===== src/rtl/ps2_dev_tx.sv =====
// PS/2 device-side transmitter: serialises bytes into 11-bit frames on the PS/2
// clock/data lines, deferring while the host inhibits and retrying after an abort.
module ps2_dev_tx #(
    parameter int CLK_HALF = 2500,
    parameter int IDLE_GAP = 5000
) (
    input  logic       clk,
    input  logic       rst,
    input  logic [7:0] data_in,
    input  logic       data_valid,
    output logic       data_ready,
    input  logic       ps2_clk_in,
    output logic       ps2_clk_out,
    output logic       ps2_data_out,
    output logic       busy,
    output logic       tx_done,
    output logic       tx_abort
);

    localparam int TMAX = (CLK_HALF > IDLE_GAP) ? CLK_HALF : IDLE_GAP;
    localparam int TW   = $clog2(TMAX + 1);
    // After our own clock release the synchroniser still shows the low we drove
    // for two cycles, so inhibit is only trusted from this timer value on.
    localparam int SYNC_LAT = 2;

    typedef enum logic [2:0] {
        S_IDLE,
        S_HIGH,
        S_LOW,
        S_INH,
        S_GAP
    } state_t;

    state_t          state, state_n;
    logic [10:0]     frame, frame_n;
    logic [3:0]      bit_idx, bit_idx_n;
    logic [3:0]      next_idx;
    logic [TW-1:0]   timer, timer_n;
    logic [1:0]      sync;
    logic            inh_n;
    logic            host_inhibit;
    logic            clk_out_q, clk_out_n;
    logic            data_out_q, data_out_n;
    logic            done_q, done_n;
    logic            abort_q, abort_n;

    assign inh_n        = sync[1];
    assign host_inhibit = ~inh_n & clk_out_q;
    assign data_ready   = (state == S_IDLE) & inh_n & ~rst;
    assign busy         = (state != S_IDLE);
    assign ps2_clk_out  = clk_out_q;
    assign ps2_data_out = data_out_q;
    assign tx_done      = done_q;
    assign tx_abort     = abort_q;
    assign next_idx     = bit_idx + 4'd1;

    // NOTE: state is registered with non-blocking assignments so every flop
    // samples the pre-edge values; blocking here would create ordering races.
    always_ff @(posedge clk) begin
        if (rst) begin
            state      <= S_IDLE;
            frame      <= '0;
            bit_idx    <= '0;
            timer      <= '0;
            sync       <= 2'b11;
            clk_out_q  <= 1'b1;
            data_out_q <= 1'b1;
            done_q     <= 1'b0;
            abort_q    <= 1'b0;
        end else begin
            state      <= state_n;
            frame      <= frame_n;
            bit_idx    <= bit_idx_n;
            timer      <= timer_n;
            sync       <= {sync[0], ps2_clk_in};
            clk_out_q  <= clk_out_n;
            data_out_q <= data_out_n;
            done_q     <= done_n;
            abort_q    <= abort_n;
        end
    end

    // NOTE: every output of this block gets a default first, so no path can
    // leave a variable unassigned and infer a latch.
    always_comb begin
        state_n    = state;
        frame_n    = frame;
        bit_idx_n  = bit_idx;
        timer_n    = timer;
        clk_out_n  = 1'b1;
        data_out_n = 1'b1;
        done_n     = 1'b0;
        abort_n    = 1'b0;

        case (state)
            S_IDLE: begin
                if (data_valid && data_ready) begin
                    frame_n    = {1'b1, ~^data_in, data_in, 1'b0};
                    bit_idx_n  = 4'd0;
                    timer_n    = '0;
                    state_n    = S_HIGH;
                    data_out_n = 1'b0;
                end
            end

            S_HIGH: begin
                data_out_n = frame[bit_idx];
                if (host_inhibit && timer >= TW'(SYNC_LAT) && bit_idx <= 4'd9) begin
                    state_n    = S_INH;
                    timer_n    = '0;
                    abort_n    = 1'b1;
                    data_out_n = 1'b1;
                end else if (timer == TW'(CLK_HALF - 1)) begin
                    state_n   = S_LOW;
                    timer_n   = '0;
                    clk_out_n = 1'b0;
                end else begin
                    timer_n = timer + 1'b1;
                end
            end

            S_LOW: begin
                clk_out_n  = 1'b0;
                data_out_n = frame[bit_idx];
                if (timer == TW'(CLK_HALF - 1)) begin
                    timer_n   = '0;
                    clk_out_n = 1'b1;
                    if (bit_idx == 4'd10) begin
                        state_n    = S_GAP;
                        done_n     = 1'b1;
                        data_out_n = 1'b1;
                    end else begin
                        state_n    = S_HIGH;
                        bit_idx_n  = next_idx;
                        data_out_n = frame[next_idx];
                    end
                end else begin
                    timer_n = timer + 1'b1;
                end
            end

            S_INH: begin
                // Retry needs IDLE_GAP consecutive released cycles.
                if (!inh_n) begin
                    timer_n = '0;
                end else if (timer == TW'(IDLE_GAP - 1)) begin
                    state_n    = S_HIGH;
                    bit_idx_n  = 4'd0;
                    timer_n    = '0;
                    data_out_n = frame[0];
                end else begin
                    timer_n = timer + 1'b1;
                end
            end

            S_GAP: begin
                if (timer == TW'(IDLE_GAP - 1)) begin
                    state_n = S_IDLE;
                    timer_n = '0;
                end else begin
                    timer_n = timer + 1'b1;
                end
            end

            default: begin
                state_n = S_IDLE;
                timer_n = '0;
            end
        endcase
    end

endmodule


===== config.mk =====
export PLATFORM = sky130hd
export DESIGN_NAME = ps2_dev_tx
export DESIGN_NICKNAME = d
export VERILOG_FILES = /design/src/rtl/ps2_dev_tx.sv
export SDC_FILE = /design/constraint.sdc
export NUM_CORES = 1
export LEC_CHECK = 0
export ABC_AREA = 1
export BUFFER_PORTS_ARGS = -buffer_cell sky130_fd_sc_hd__buf_2
export CELL_PAD_IN_SITES_DETAIL_PLACEMENT = 0
export CELL_PAD_IN_SITES_GLOBAL_PLACEMENT = 1
export CORE_MARGIN = 1
export CORE_UTILIZATION = 44
export CTS_BUF_LIST = sky130_fd_sc_hd__clkbuf_4
export DETAILED_ROUTE_END_ITERATION = 12
export PLACE_DENSITY = 0.82
export SLEW_MARGIN = 20
export SYNTH_ARGS = -nofsm -noshare
export SYNTH_HDL_FRONTEND = slang
export SYNTH_SLANG_ARGS = --single-unit

===== constraint.sdc =====
create_clock -name clk -period 2 [get_ports clk]
set_input_delay 0.2 -clock clk [delete_from_list [all_inputs] [get_ports clk]]
set_output_delay 0.2 -clock clk [all_outputs]
set_load 0.005 [all_outputs]

==> impl_results.md, run 1 <==
- Post-Place Setup Slack: 0.0932 ns
- Worst-path cell chain: ha_1, nand2_1, inv_1, nand3_1, nor2_1, nor2_1, nand2_1, nand4_4, nand2_1, nor2_1
- Setup TNS: 0 ns
- Worst-path fanout max: 11
- Worst Setup Start Kind: flop
- Average size of a mapped cell: roughly 6.7 sq um
- I/O pin total: 18
- F_max: roughly 550 MHz
- Worst skew pair latency: 0.33 ns
- Synth Register Bits: 36
- Detailed placer's ending HPWL: between 3 and 4 mm
- Hold Vio Cnt, Final: 0
- Post-Syn Instances: 328
- Antenna violations before repair: 0
- WL final: 4.92 mm
- Path category of the worst min-delay check: in -> reg
- Slew Viols, Final: 0
- # diodes: 0
- Initial DRC count: 73
- Synth cell types: 31
- RSZ-0062 raised after global routing: no
- Total number of vias: around 2000
- Fillers: approximately 530
- Register area share after synthesis: roughly 33%
- Buffers on Ports: 17
- Max-slew headroom: 69.7%
- Antenna-violating nets left: 0
- Layout Area Growth over Synthesis: 10.3%
- Final GP Congestion: 0.821
- Final Cycle Share: 90.3%
- CTS Sinks: 36
- 1st-pass router iterations: 4
- Global route total overflow: 0
- Largest net degree at the start of global routing: 20
- Routed len/inst: 11.8 microns
- Worst Path Required: around 2.2 ns
- Core area: between 4000 and 5000 sq um
- WHS: 0.0410 ns
- Share of layout cells above drive strength 1: 12.3%
- Slowest stage cell, crit path: dfxtp_1
- CTS tree: built
- Min cycle time layout: 1.81 ns
- Dpl cells: 411
- Worst-Margin Slew: between 0.4 and 0.5 ns
- Final std cells w/o fill: around 420
- Ys Warns: 0
- Die Y: about 73 microns
- Leakage: 1.09 nW
- Chip Width: 72.5 microns
- Clock-pin transition on the worst setup and hold timing paths: around 0.11 ns
- Setup Viol. Count Final: 0
- Post-Syn Area: around 2200 sq um
- Max IR drop VDD: 0.399 mV
- Drt drc: 0
- Nets: 369
- Kind of end point of the critical path: flop
- Placement Rows: 25
- Setup Skew: roughly 0.0094 ns
- Critical Path Max Stage Delay: between 0.4 and 0.5 ns
- PwrDens: 916 nW/um^2
- Setup bufs post-CTS: 0
- Total GRT Usage: 20.4%
- Root buffer cell: clkbuf_4
- Worst Path Arrival: 2.04 ns
- Htree depth: 2
- Vias in the first global route: 1832
- DIE AREA: 5260 sq um
- Worst path bufs/invs: 1
- CP top delay family: simple AND/OR/NAND/NOR gates
- Status: complete, no violations
- Initial core utilization: between 40% and 50%
- CTS Buf Count: 5
- Critical path class: reg -> reg
- Syn_nets: 346
- Max-cap violation count: 0
- Bufs on Longest Clock Path: 2
- First-pass GRT wire length: 8.38 mm
- Vias per Instance: 4.81
- Final setup margin: 0.194 ns
==> stage by stage <==
stage | instance area (sq um) | power [W] | util [%]
floorplan | 2190 | 0.00166 | -
global placement | 2360 | 0.00185 | 49.6
detailed placement | 2360 | 0.00185 | 49.6
CTS | 2400 | 0.00221 | 50.6
global route | 2410 | 0.00239 | 50.8
finish | 2410 | 0.00221 | 50.8
==> synthesized netlist by cell type <==
cell / instances / area, sq um
dfxtp_1: 36 / 721
nor2_2: 2 / 12.5
and3_1: 1 / 6.26
inv_2: 1 / 3.75
o21ai_0: 19 / 95.1
nor3_2: 1 / 10.0
nand3b_1: 2 / 15.0
nand4_1: 5 / 31.3
o21bai_2: 1 / 11.3
nand2_4: 2 / 22.5
nand2_1: 64 / 240
clkinv_1: 1 / 3.75
nand3_2: 2 / 20.0
xnor2_1: 8 / 70.1
inv_1: 45 / 169
o211ai_1: 2 / 15.0
buf_2: 1 / 5.00
buf_8: 1 / 15.0
xor2_1: 9 / 78.8
buf_6: 1 / 11.3
nand4_2: 1 / 12.5
ha_1: 6 / 75.1
clkbuf_1: 5 / 18.8
nand3_1: 32 / 160
nor3_1: 8 / 40.0
nor2_1: 50 / 188
nor2_4: 1 / 11.3
a21oi_1: 17 / 85.1
nand4_4: 1 / 21.3
o31ai_1: 1 / 7.51
or2_2: 2 / 12.5
==> placed cells by master, fill, tap and decap left out <==
cell,count
and3_1,1
dfxtp_1,36
nand3_2,2
buf_4,7
buf_2,17
inv_2,1
nor2_2,2
xor2_1,9
a21oi_1,17
nor2_1,50
o21bai_2,1
nand2_4,2
xnor2_1,8
clkbuf_4,5
ha_1,6
o31ai_1,1
inv_1,45
o21ai_0,19
nor2_4,1
nand4_1,5
nor3_1,8
nand3_1,32
or2_2,2
nand2_1,64
clkinv_1,3
nand4_4,2
o211ai_1,2
nor3_2,1
nand3b_1,2
==> per-layer routing <==
layer | vias up | wire [microns] | global-route usage, %
li1 | 1086 | - | -
met1 | 881 | 2620 | 30.1
met2 | 37 | 2040 | 30.0
met3 | 6 | 203 | 4.03
met4 | 0 | 54 | 6.10
met5 | - | 0 | 0
==> registers in the layout (all words and copies together), names as in the netlist <==
name          flops
timer            13
frame            10
bit_idx           4
state             3
sync              2
ps2_clk_out       1
ps2_data_out      1
tx_abort          1
tx_done           1
==> worst paths after layout <==
| kind | from | to | slack (ns) | cells past startpoint |
|---|---|---|---|---|
| min reg2reg | sync[0] | sync[1] | 0.43 | 1 |
| max | timer[1] | timer[1] | 0.19 | 10 |
| min | ps2_clk_in | sync[0] | 0.04 | 2 |
| max reg2reg | timer[1] | timer[1] | 0.19 | 10 |
==> where the power goes <==
group / leakage [nW] / switching, W / internal, W
Clock: 0.0261 / 0.000236 / 0.000123
Sequential: 0.293 / 0.0000809 / 0.000813
Combinational: 0.774 / 0.000636 / 0.000324
==> cell type report <==
cell class                      count  area [sq um]  area share (%)
Clock inverter                      2          7.51           0.311
Clock buffer                        5          37.5            1.56
Inverter                           47           176            7.31
Sequential cell                    36           721            29.9
Multi-Input combinational cell    237          1250            51.8
Tap cell                           67          83.8            3.47
Timing Repair Buffer               24           138            5.70
==> cells by family (layout without fill, tap and decap cells) <==
kind of cell	after synthesis	in the layout	share of synthesized area [%]
xor+xnor	17	17	6.80
buf+inv	55	78	10.3
simple gates	174	174	36.7
fa+ha+maj	6	6	3.43
compound gates	40	40	9.78
flops	36	36	32.9
==> timing repair <==
action | in CTS | in global routing
gates resized for setup | 0 | 1
hold buffers | 0 | 0
setup endpoints to repair | 0 | 13
No activity file was read; power rests on OpenSTA's default activity.
==> run 2: changes to the inputs <==
--- a/config.mk
+++ b/config.mk
@@ -14,6 +14,7 @@
 export CTS_BUF_LIST = sky130_fd_sc_hd__clkbuf_4
 export DETAILED_ROUTE_END_ITERATION = 12
 export PLACE_DENSITY = 0.82
+export RECOVER_POWER = 50
 export SLEW_MARGIN = 20
 export SYNTH_ARGS = -nofsm -noshare
 export SYNTH_HDL_FRONTEND = slang
==> run 2 against run 1 <==
  * Global-route usage is the same
  * Largest power group unchanged
  * Register-to-register slack about the same
  * Setup slack is essentially flat
  * Clock power hardly changed
  * Highest routed layer unchanged
==> impl_results.md, run 2 (synthesized netlist as in run 1, its figures left out) <==
- I/O pin total: 18
- Min cycle time layout: about 1.8 ns
- Detailed placer's ending HPWL: 3.69 mm
- Leakage: 1.08 nW
- Placement Rows: 25
- Top layer in use: met4
- Max reg flops: 13
- Worst reg2reg endpoint: timer[1]
- Setup Viol. Count Final: 0
- Worst Setup Start Kind: flop
- Share of layout cells above drive strength 1: around a tenth
- Path category of the worst min-delay check: in -> reg
- Reg2reg start: timer[1]
- # diodes: 0
- Largest net degree at the start of global routing: 20
- Max-slew headroom: 64.7%
- Setup TNS: 0 ns
- PwrDens: 915 nW/um^2
- Root buffer cell: clkbuf_4
- Setup Skew: 0.00911 ns
- Hold Vio Cnt, Final: 0
- WHS: about 0.043 ns
- Slowest stage cell, crit path: dfxtp_1
- Worst-Margin Slew: 0.529 ns
- Worst Path Required: 2.23 ns
- Initial DRC count: 69
- Layout Area Growth over Synthesis: 9.78%
- M1 wire length: 2.63 mm
- Worst r2r path cells: 10
- Buffers on Ports: 17
- Critical Path Max Stage Delay: 0.43 ns
- Clock-pin transition on the worst setup and hold timing paths: 0.10 ns
- DIE AREA: 5260 sq um
- F_max: 554 MHz
- Slew Viols, Final: 0
- Vias in the first global route: 1832
- Core area: 4750 sq um
- Antenna-violating nets left: 0
- HP Start: ps2_clk_in
- Bufs on Longest Clock Path: 2
- Nets: about 370
- Max IR drop VDD: roughly 0.40 mV
- Die Y: just over 70 microns
- Status: complete, no violations
- Vias per Instance: around 4.8
- Reg2Reg Setup Slack: just under 0.2 ns
- Layout Cell Area excl Fill: ~2400 sq um
- CTS Sinks: 36
- First-pass GRT wire length: 8.38 mm
- Final Cycle Share: 90.3%
- Hold endpoint: sync[0]
- Worst-path cell chain: ha_1, nand2_1, inv_1, nand3_1, nor2_1, nor2_1, nand2_1, nand4_4, nand2_1, nor2_1
- CTS tree: built
- Htree depth: 2
- Antenna violations before repair: 0
- Worst Path Arrival: a little over 2 ns
- Chip Width: 72.5 microns
- DR WL met3: 166 microns
- Commonest cells after routing, fill and taps aside: nand2_1, nor2_1, inv_1
- Commonest non-fill, non-tap cell in the layout: nand2_1
- 1st-pass router iterations: 4
- Biggest register: timer
- Final std cells w/o fill: 418
- WL final: 4.90 mm
- Global route total overflow: 0
- RSZ-0062 raised after global routing: no
- Total GRT Usage: 20.4%
- Kind of end point of the critical path: flop
- Dpl cells: 411
- Setup bufs post-CTS: 0
- CTS Buf Count: 5
- Routed len/inst: 11.7 microns
- WHS Path Cells: 2
- Initial core utilization: 46.0%
- Total number of vias: 2000
- Drt drc: 0
- Final GP Congestion: between 0.8 and 0.9
- Largest registers: timer (13), frame (10), bit_idx (4)
- Area after DPL: 2360 sq um
- Wire length on met2: approximately 2.1 mm
- Max-cap violation count: 0
- Critical path class: reg -> reg
- Worst-path fanout max: 11
- Worst skew pair latency: 0.33 ns
[run 2: changes by cell type in the layout (fill, tap and decap cells not counted)]
cell,delta
buf_4,-1
clkbuf_1,+5
nor2_2,-1
buf_2,-4
nor2_1,+1
[run 2: layer usage]
layer	GRT usage, %	up-vias
li1	-	1086
met2	30.0	31
met3	4.03	6
met4	6.10	0
met1	30.1	877
met5	0	-
[run 2: worst max path at each step]
| stage | slack [ns] | endpoint | start |
|---|---|---|---|
| floorplan | 0.32 | timer[12] | bit_idx[0] |
| global placement | 0.11 | timer[1] | timer[1] |
| detailed placement | 0.09 | timer[1] | timer[1] |
| CTS | 0.08 | timer[1] | timer[1] |
| global route | 0.01 | timer[1] | timer[1] |
| finish | 0.19 | timer[1] | timer[1] |
[run 2: report_power, final]
group	internal, W	leakage, nW	switching, W	total [W]
logic	0.000315	0.756	0.000634	0.000949
clock network	0.000123	0.0261	0.000235	0.000358
registers	0.000813	0.293	0.0000792	0.000892
total	0.00125	1.08	0.000948	0.00220
[run 2: timing repair]
action                                  4_1_cts  5_1_grt
endpoints found under the setup margin        0       13
gates resized for setup                       0        1
hold buffers                                  0        0
[run 2: cell type report]
class / count / area [sq um]
flip-flops and latches: 36 / 721
multi-input cells: 237 / 1250
well taps: 67 / 83.8
inverters: 47 / 176
fillers: 532 / 2350
repair buffers: 24 / 129
clock buffers: 5 / 37.5
clock inverters: 2 / 7.51
[run 2: metrics by stage]
stage	power (W)	setup WS, ns	util (%)
finish	0.00220	0.194	50.5
global route	0.00238	0.0106	50.5
CTS	0.00221	0.0781	50.6
detailed placement	0.00185	0.0932	49.6
global placement	0.00185	0.108	49.6
floorplan	0.00166	0.324	-
[run 2: worst max-delay path: cells and delay by family, from the launching register on]
family,cells,cell delay (ns)
adders and majority gates,1,0.24
buffers and inverters,1,0.08
DFF,1,0.43
and+or+nand+nor,8,0.96
